--- src/rtl/scp_pkg.sv ---
// scp_pkg: shared types for the SCP register-file/ALU sequencer
// (state encoding, ALU function codes, op queue entry).
package scp_pkg;
  localparam int SCP_DATA_W = 32;
  localparam int SCP_REG_AW = 4;
  typedef enum logic [1:0] {IDLE = 2'd0, READ = 2'd1, EXEC = 2'd2, WB = 2'd3} state_e;
  localparam logic [3:0] ALU_ADD  = 4'd0;
  localparam logic [3:0] ALU_SUB  = 4'd1;
  localparam logic [3:0] ALU_AND  = 4'd2;
  localparam logic [3:0] ALU_OR   = 4'd3;
  localparam logic [3:0] ALU_XOR  = 4'd4;
  localparam logic [3:0] ALU_SLL  = 4'd5;
  localparam logic [3:0] ALU_SRL  = 4'd6;
  localparam logic [3:0] ALU_SRA  = 4'd7;
  localparam logic [3:0] ALU_SLT  = 4'd8;
  localparam logic [3:0] ALU_SLTU = 4'd9;
  typedef struct packed {
    logic [3:0]            func;
    logic [SCP_REG_AW-1:0] rd;
    logic [SCP_REG_AW-1:0] rs1;
    logic [SCP_REG_AW-1:0] rs2;
    logic [SCP_DATA_W-1:0] imm;
    logic                  use_imm;
  } op_t;
endpackage

--- src/rtl/sync_fifo.sv ---
// sync_fifo: single-clock FIFO, power-of-2 depth, pointers wrap naturally.
module sync_fifo #(
  parameter int WIDTH = 8,
  parameter int DEPTH = 4,
  localparam int AW = $clog2(DEPTH)
) (
  input  logic             clk,
  input  logic             rst_n,
  input  logic             push,
  input  logic             pop,
  input  logic [WIDTH-1:0] wdata,
  output logic [WIDTH-1:0] rdata,
  output logic             full,
  output logic             empty,
  output logic [AW:0]      count
);
  logic [WIDTH-1:0] mem_q [DEPTH];
  logic [AW-1:0] wr_q, wr_d, rd_q, rd_d;
  logic [AW:0] cnt_q, cnt_d;
  logic do_push, do_pop;
  always_comb begin
    full = cnt_q == (AW+1)'(DEPTH);
    empty = cnt_q == '0;
    do_push = push && !full;
    do_pop = pop && !empty;
    wr_d = do_push ? wr_q + 1'b1 : wr_q;
    rd_d = do_pop ? rd_q + 1'b1 : rd_q;
    cnt_d = cnt_q + (AW+1)'(do_push) - (AW+1)'(do_pop);
  end
  always_ff @(posedge clk or negedge rst_n) begin
    if (!rst_n) begin
      wr_q <= '0;
      rd_q <= '0;
      cnt_q <= '0;
    end else begin
      wr_q <= wr_d;
      rd_q <= rd_d;
      cnt_q <= cnt_d;
    end
  end
  always_ff @(posedge clk) begin
    if (do_push) mem_q[wr_q] <= wdata;
  end
  assign rdata = mem_q[rd_q];
  assign count = cnt_q;
endmodule

--- src/rtl/rf_alu_sequencer.sv ---
// rf_alu_sequencer: queues decoded ALU ops and runs each through READ/EXEC/WB.
// Define RF_ALU_PERF_CNT_EN to enable the retireCount performance counter.
module rf_alu_sequencer
  import scp_pkg::*;
#(
  parameter int QDEPTH = 4,
  parameter int DATA_W = SCP_DATA_W,
  parameter int REG_AW = SCP_REG_AW
) (
  input  logic              clk,
  input  logic              reset_n,
  input  logic              opValid,
  output logic              opReady,
  input  logic [3:0]        opAluFunc,
  input  logic [REG_AW-1:0] opRd,
  input  logic [REG_AW-1:0] opRs1,
  input  logic [REG_AW-1:0] opRs2,
  input  logic [DATA_W-1:0] opImm,
  input  logic              opUseImm,
  output logic [REG_AW-1:0] rfRdAddr1,
  output logic [REG_AW-1:0] rfRdAddr2,
  input  logic [DATA_W-1:0] rfRdData1,
  input  logic [DATA_W-1:0] rfRdData2,
  output logic              rfWrEn,
  output logic [REG_AW-1:0] rfWrAddr,
  output logic [DATA_W-1:0] rfWrData,
  output logic [3:0]        aluFunc,
  output logic [DATA_W-1:0] aluA,
  output logic [DATA_W-1:0] aluB,
  input  logic [DATA_W-1:0] aluResult,
  output logic              retire,
  output logic              busy,
  output logic [31:0]       retireCount
);
  localparam int CW = $clog2(QDEPTH) + 1;
  state_e state_q, state_d;
  op_t in_op, head;
  logic full, empty, push, pop;
  logic [CW-1:0] count;
  logic [DATA_W-1:0] opa_q, opa_d, opb_q, opb_d, res_q, res_d;
  logic [3:0] func_q, func_d;
  assign in_op = '{func: opAluFunc, rd: opRd, rs1: opRs1, rs2: opRs2, imm: opImm, use_imm: opUseImm};
  assign push = opValid && opReady;
  sync_fifo #(.WIDTH($bits(op_t)), .DEPTH(QDEPTH)) u_queue (
    .clk(clk), .rst_n(reset_n), .push(push), .pop(pop), .wdata(in_op),
    .rdata(head), .full(full), .empty(empty), .count(count)
  );
  always_comb begin
    state_d = state_q;
    opa_d = opa_q;
    opb_d = opb_q;
    res_d = res_q;
    func_d = func_q;
    pop = 1'b0;
    case (state_q)
      IDLE: state_d = empty ? IDLE : READ;
      READ: begin
        opa_d = rfRdData1;
        opb_d = head.use_imm ? head.imm : rfRdData2;
        state_d = EXEC;
      end
      EXEC: begin
        func_d = head.func;
        res_d = aluResult;
        state_d = WB;
      end
      WB: begin
        pop = 1'b1;
        // a push landing with this pop keeps the queue non-empty
        state_d = (count > CW'(1) || push) ? READ : IDLE;
      end
      default: state_d = IDLE;
    endcase
  end
  always_ff @(posedge clk or negedge reset_n) begin
    if (!reset_n) begin
      state_q <= IDLE;
      opa_q <= '0;
      opb_q <= '0;
      res_q <= '0;
      func_q <= '0;
    end else begin
      state_q <= state_d;
      opa_q <= opa_d;
      opb_q <= opb_d;
      res_q <= res_d;
      func_q <= func_d;
    end
  end
  always_comb begin
    opReady = !full;
    retire = state_q == WB;
    busy = state_q != IDLE || !empty;
    rfRdAddr1 = state_q == READ ? head.rs1 : '0;
    rfRdAddr2 = state_q == READ ? head.rs2 : '0;
    rfWrEn = retire && head.rd != '0;
    rfWrAddr = retire ? head.rd : '0;
    rfWrData = retire ? res_q : '0;
    aluFunc = state_q == EXEC ? head.func : func_q;
    aluA = opa_q;
    aluB = opb_q;
  end
`ifdef RF_ALU_PERF_CNT_EN
  logic [31:0] rcnt_q, rcnt_d;
  assign rcnt_d = rcnt_q + 32'(retire);
  always_ff @(posedge clk or negedge reset_n) begin
    if (!reset_n) rcnt_q <= '0;
    else rcnt_q <= rcnt_d;
  end
  assign retireCount = rcnt_q;
`else
  assign retireCount = '0;
`endif
endmodule
--- config.mk ---
export PLATFORM = sky130hd
export DESIGN_NAME = rf_alu_sequencer
export DESIGN_NICKNAME = d
export VERILOG_FILES = /design/src/rtl/scp_pkg.sv /design/src/rtl/sync_fifo.sv /design/src/rtl/rf_alu_sequencer.sv
export SDC_FILE = /design/constraint.sdc
export NUM_CORES = 1
export LEC_CHECK = 0
export BUFFER_PORTS_ARGS = -buffer_cell sky130_fd_sc_hd__buf_2
export CORE_ASPECT_RATIO = 0.5
export CORE_MARGIN = 3
export CORE_UTILIZATION = 40
export CTS_CLUSTER_SIZE = 30
export DETAILED_ROUTE_END_ITERATION = 12
export PLACE_DENSITY = 0.73
export SYNTH_ARGS = -nofsm -noshare
export SYNTH_HDL_FRONTEND = slang
export SYNTH_SLANG_ARGS = --single-unit
--- constraint.sdc ---
create_clock -name clk -period 3.65 [get_ports clk]
set_clock_uncertainty 0.1 [all_clocks]
set_input_delay 0.73 -clock clk [delete_from_list [all_inputs] [get_ports clk]]
set_output_delay 0.73 -clock clk [all_outputs]
set_load 0.005 [all_outputs]
## Yosys cells after proc, flatten, opt, wreduce, memory -nomap -nowiden

Memory sizes are Yosys's and may differ from the RTL's.
Index checks and enable logic that the tools add are counted.

| word-level totals | value |
|---|---|
| flip-flop bits (word level) | 109 |
| memory bits (writable) | 196 |
| input port bits | 148 |
| output and inout bits | 148 |
| logic and storage cells | 42 |
| memories kept | 1 |

| operators by class | value |
|---|---|
| $add $sub $neg | 4 |
| order comparisons | 1 |
| equality and inequality tests | 4 |
| multiplexer cells | 12 |
| reductions and logical operators | 12 |

Memories:

| memory | words | width | rd ports | clocked after memory_dff | wr ports | line | RTL |
|---|---|---|---|---|---|---|---|
| u_queue.mem_q | 4 | 49 | 1 | 0 | 1 | sync_fifo.sv:17 | `logic [WIDTH-1:0] mem_q [DEPTH];` |

Operator list:

| operator | count |
|---|---|
| two-way mux 32 bit | 2 |
| two-way mux 4 bit | 4 |
| one-hot mux 2 bit (4 select lines) | 1 |
| two-way mux 1 bit | 5 |
| adder 2 x 1 -> 2 bit (second input constant) | 2 |
| == test 2 bit (second input constant) | 2 |
| logical AND 1 bit | 4 |
| nonzero test 4 bit | 1 |
| adder 3 x 1 -> 3 bit | 1 |
| == test 3 bit (second input constant) | 1 |
| greater-than comparator 3 x 1 -> 1 bit (second input constant) | 1 |
| logical NOT 3 bit | 1 |
| subtractor 3 x 1 -> 3 bit | 1 |
| == test 2 x 1 -> 1 bit (second input constant) | 1 |
| logical NOT 1 bit | 2 |
| logical NOT 2 bit | 1 |
| logical OR 1 bit | 2 |
| nonzero test 2 bit | 1 |

## Longest topological paths before layout

| depth | value |
|---|---|
| depth after elaboration | 6 |
| depth in mapped cells | 8 |
| gate-level depth less buffers | 8 |

## By module

From an unflattened synthesis, not the netlist that was laid out.

| second synthesis, totals | value |
|---|---|
| cells, all modules | 679 |
| area, all modules | 12884.9 um^2 |

Modules (own cells, without submodules):

| module | times used | cells an instance | area an instance (um^2) | sequential area each (um^2) |
|---|---|---|---|---|
| sync_fifo | 1 | 298 | 7602.3 | 6060.8 |
| rf_alu_sequencer | 1 | 381 | 5282.6 | 2552.4 |

## Least setup slack after synthesis

OpenSTA, ideal clock, no wires.

| timing path | value |
|---|---|
| path type | input -> register |
| from | input opValid |
| to | memory u_queue.mem_q[0][0] (netlist name), enable pin |
| library setup time | 412 ps |
| arrival time | 1938 ps |
| required time | 3138 ps |
| slack | 1200 ps |
| stages on the path | 1 |
| path buffers | 0 |
| cells stage by stage | and3_1 |

| on the way | value |
|---|---|
| cells in the longest elaborated chain, start to end | 4 |

Ends and longest elaborated chain:

| element | line | RTL |
|---|---|---|
| start, declared | rf_alu_sequencer.sv:12 | `input logic opValid,` |
| logical AND 1 bit | rf_alu_sequencer.sv:43 | `assign push = opValid && opReady;` |
| logical AND 1 bit | sync_fifo.sv:24 | `do_push = push && !full;` |
| two-way mux 1 bit | sync_fifo.sv:42 | `if (do_push) mem_q[wr_q] <= wdata;` |
| two-way mux 1 bit (implied by the code) | sync_fifo.sv:42 |  |
| end, declared | sync_fifo.sv:17 |  |

No other way between the ends.

## Final worst setup path

| timing path | value |
|---|---|
| from | register u_queue.rd_q[0] |
| to | output rfWrEn |

| on the way | value |
|---|---|
| cells in the longest elaborated chain, start to end | 3 |

Ends and longest elaborated chain:

| element | line | RTL |
|---|---|---|
| start, declared | sync_fifo.sv:18 | `logic [AW-1:0] wr_q, wr_d, rd_q, rd_d;` |
| start signal, assigned | sync_fifo.sv:37 | `rd_q <= rd_d;` |
| memory (4 x 49 bit) | -- |  |
| nonzero test 4 bit | rf_alu_sequencer.sv:96 | `rfWrEn = retire && head.rd != '0;` |
| logical AND 1 bit | rf_alu_sequencer.sv:96 |  |
| end, declared | rf_alu_sequencer.sv:24 | `output logic rfWrEn,` |

No other way between the ends.

==> results.sh <==
export IMPL_finalCriticalPeriod_ns=3.28
export IMPL_ctsResizeCount=0
export IMPL_end_kind="primary output"
export IMPL_die_y_um=129
export IMPL_place_gp_congestion=0.774
export IMPL_clockRootBuffer="clkbuf_16"
export IMPL_layout_commonest_cell="buf_2"
export IMPL_dp_hpwl_um=17400
export IMPL_synth_yosys_seq_area_share_pct=71.1
export IMPL_grt_max_degree=57
export IMPL_setup_tns_ns=0
export IMPL_cts_path_max_buffers=3
export IMPL_numCtsBuffers=27
export IMPL_timing_rr_start="state_q[0]"
export IMPL_num_fill_cells=2450
export IMPL_rows=44
export IMPL_avgRoutedWirePerCell_um=18.4
export IMPL_numPortBuffers=263
export IMPL_hold_buffers=0
export IMPL_power_leakage_nw=5.88
export IMPL_synth_cell_types=31
export IMPL_drt_iter0_drc=414
export IMPL_track_usage_pct=15.3
export IMPL_rsz0062_at_grt="no"
export IMPL_layout_drive_gt1_share_pct=44.0
export IMPL_drc=0
export IMPL_grt_pass1_vias=6950
export IMPL_syn_area_per_cell_um2=17.0
export IMPL_htree_levels=1
export IMPL_antenna_found_initial=5
export IMPL_cts_sinks=305
export IMPL_layout_setup_ws_ns=0.367
export IMPL_floorplan_initialDensity_pct=41.2
export IMPL_p_comb_share_pct=33.9
export IMPL_ant_nets=0
export IMPL_final_cell_mix="262 x buf_2, 196 x edfxtp_1, 107 x dfrtp_1"
export IMPL_grt_overflow_total=0
export IMPL_clkPwrFrac_pct=22.2
export IMPL_worstMarginPinSlew_ns=0.704
export IMPL_areaGrowthSynthToFinish_pct=20.8
export IMPL_hold_viol=0
export IMPL_fmax_mhz=305
export IMPL_worstSetupPathType="reg2out"
export IMPL_power_density_nw_per_um2=826
export IMPL_dieArea_um2=32500
export IMPL_core_area_um2=29400
export IMPL_min_delay_path_class="in2async"
export IMPL_setup_violations_final=0
export IMPL_grt_pass1_wl_um=38900
export IMPL_die_w_um=252
export IMPL_slew_viol_final=0
export IMPL_clk_latency_ns=0.55
export IMPL_cts_tree="yes"
export IMPL_p_seq_share_pct=43.9
export IMPL_arrival_ns=2.45
export IMPL_period_share_pct=89.9
export IMPL_synth_area_um2=12100
export IMPL_ys_ff_latch=305
export IMPL_vias=6777
export IMPL_required_ns=2.82
export IMPL_status="finished, final reports clean"
export IMPL_clkTransAtPathRegs_ns=0.07
export IMPL_switching_power_mw=3.77
export IMPL_fin_worst_hold_slack_ns=0.118
export IMPL_ios=296
export IMPL_slew_headroom_pct=53.1
export IMPL_startpoint_type="register"
export IMPL_finalNonFillerCells=1393
export IMPL_p_sw_share_pct=31.2
export IMPL_drv_cap=0
export IMPL_place_ws_ns=0.879
export IMPL_rr_worst_depth=8
export IMPL_r2r_end="u_queue.count[2]"
export IMPL_ir_worst_vdd_mv=0.363
export IMPL_final_util_pct=49.8
export IMPL_rrSetupSlack_ns=1.16
export IMPL_cp_max_fo=26
export IMPL_syn_inst=712
export IMPL_p_int_mw=8.31
export IMPL_post_cts_repair_setup_buffers=0
export IMPL_ys_warnings_count=0
export IMPL_post_drt_via_cell_ratio=4.87
export IMPL_routed_wl_um=25600
export IMPL_nets=1137
export IMPL_dp_cells=1339
export IMPL_firstDrtPassIters=4
-- metal layers --
layer	vias to the layer above	part of all wire (%)	track usage, %
met5	-	0.051	0
met4	2	2.7	4.98
met3	50	3.9	2.57
met2	147	54	28.0
met1	3456	40	18.7
li1	3122	-	-
-- critical path, cell delays in order, from the launching register on --
cell,delay (ns)
dfrtp_4,0.75
mux4_2,0.58
o41a_1,0.43
buf_2,0.16
-- kinds of logic after synthesis --
group	synth area share, %
AND/OR/NAND/NOR	5.82
other	0.0310
XOR/XNOR	0.289
multiplexers	15.7
flip-flops	71.1
buffers and inverters	3.81
AO/OA/AOI/OAI	1.95
adder cells (fa/ha/maj)	1.30
-- worst max path at each step --
| stage | startpoint | endpoint | slack (ns) | depth (start not counted) |
|---|---|---|---|---|
| after floorplan | opValid | u_queue.mem_q[0][0] | 1.20 | 1 |
| after global placement | u_queue.rd_q[0] | rfWrEn | 0.88 | 3 |
| after detailed placement | u_queue.rd_q[0] | rfWrEn | 0.88 | 3 |
| after CTS | u_queue.rd_q[0] | rfWrEn | 0.28 | 3 |
| after global routing | u_queue.rd_q[0] | rfWrEn | 0.21 | 3 |
| final | u_queue.rd_q[0] | rfWrEn | 0.37 | 3 |
-- per-stage QoR --
stage          power, mW  instance area (µm²)
2_1_floorplan       8.03                12200
3_3_place_gp        9.43                13800
3_5_place_dp        9.58                13800
4_1_cts             12.3                14600
5_1_grt             12.9                14600
6_report            12.1                14600
-- state kept, by name, indices dropped and copies added (netlist names) --
register and count:
u_queue.mem_q 196, aluA 32, aluB 32, res_q 32, func_q 4, u_queue.count 3, state_q 2, u_queue.rd_q 2
u_queue.wr_q 2
-- cell type report --
cell class,count,area (µm²),area share [%]
clock buffer,40,764,5.22
multi-input combinational,358,3190,21.8
clock inverter,10,67.6,0.462
inverter,10,37.5,0.257
antenna,4,10.0,0.0684
tap,391,489,3.34
timing repair buffer,275,1460,9.97
sequential,305,8620,58.9
-- synthesized netlist by cell type --
cell	number	area, µm²
and2_0	1	6.26
nand2_1	66	248
nor3_1	1	5.00
mux4_2	48	1080
dfrtp_1	109	2730
clkbuf_1	22	82.6
a31oi_1	32	200
buf_6	1	11.3
nand2b_1	1	6.26
a2bb2oi_1	1	8.76
buf_2	11	55.1
o41a_1	1	11.3
buf_1	2	7.51
and2_1	44	275
nor2b_1	1	6.26
o221ai_1	1	8.76
buf_12	1	20.0
and3_1	4	25.0
inv_1	10	37.5
mux2i_1	3	30.0
nor2_1	34	128
ha_1	11	138
buf_4	33	248
conb_1	1	3.75
a21boi_0	1	7.51
mux2_2	70	788
xnor2_1	2	17.5
xor2_1	2	17.5
nand3_1	1	5.00
fa_1	1	20.0
edfxtp_1	196	5890
-- power groups by stage --
stage / logic [mW] / clock network [mW] / registers, mW
global route: 4.51 / 2.92 / 5.43
finish: 4.09 / 2.68 / 5.31
global placement: 4.10 / 0 / 5.33
floorplan: 2.79 / 0 / 5.24
detailed placement: 4.19 / 0 / 5.39
CTS: 4.20 / 2.76 / 5.32
(Power assumes the default switching activity.)
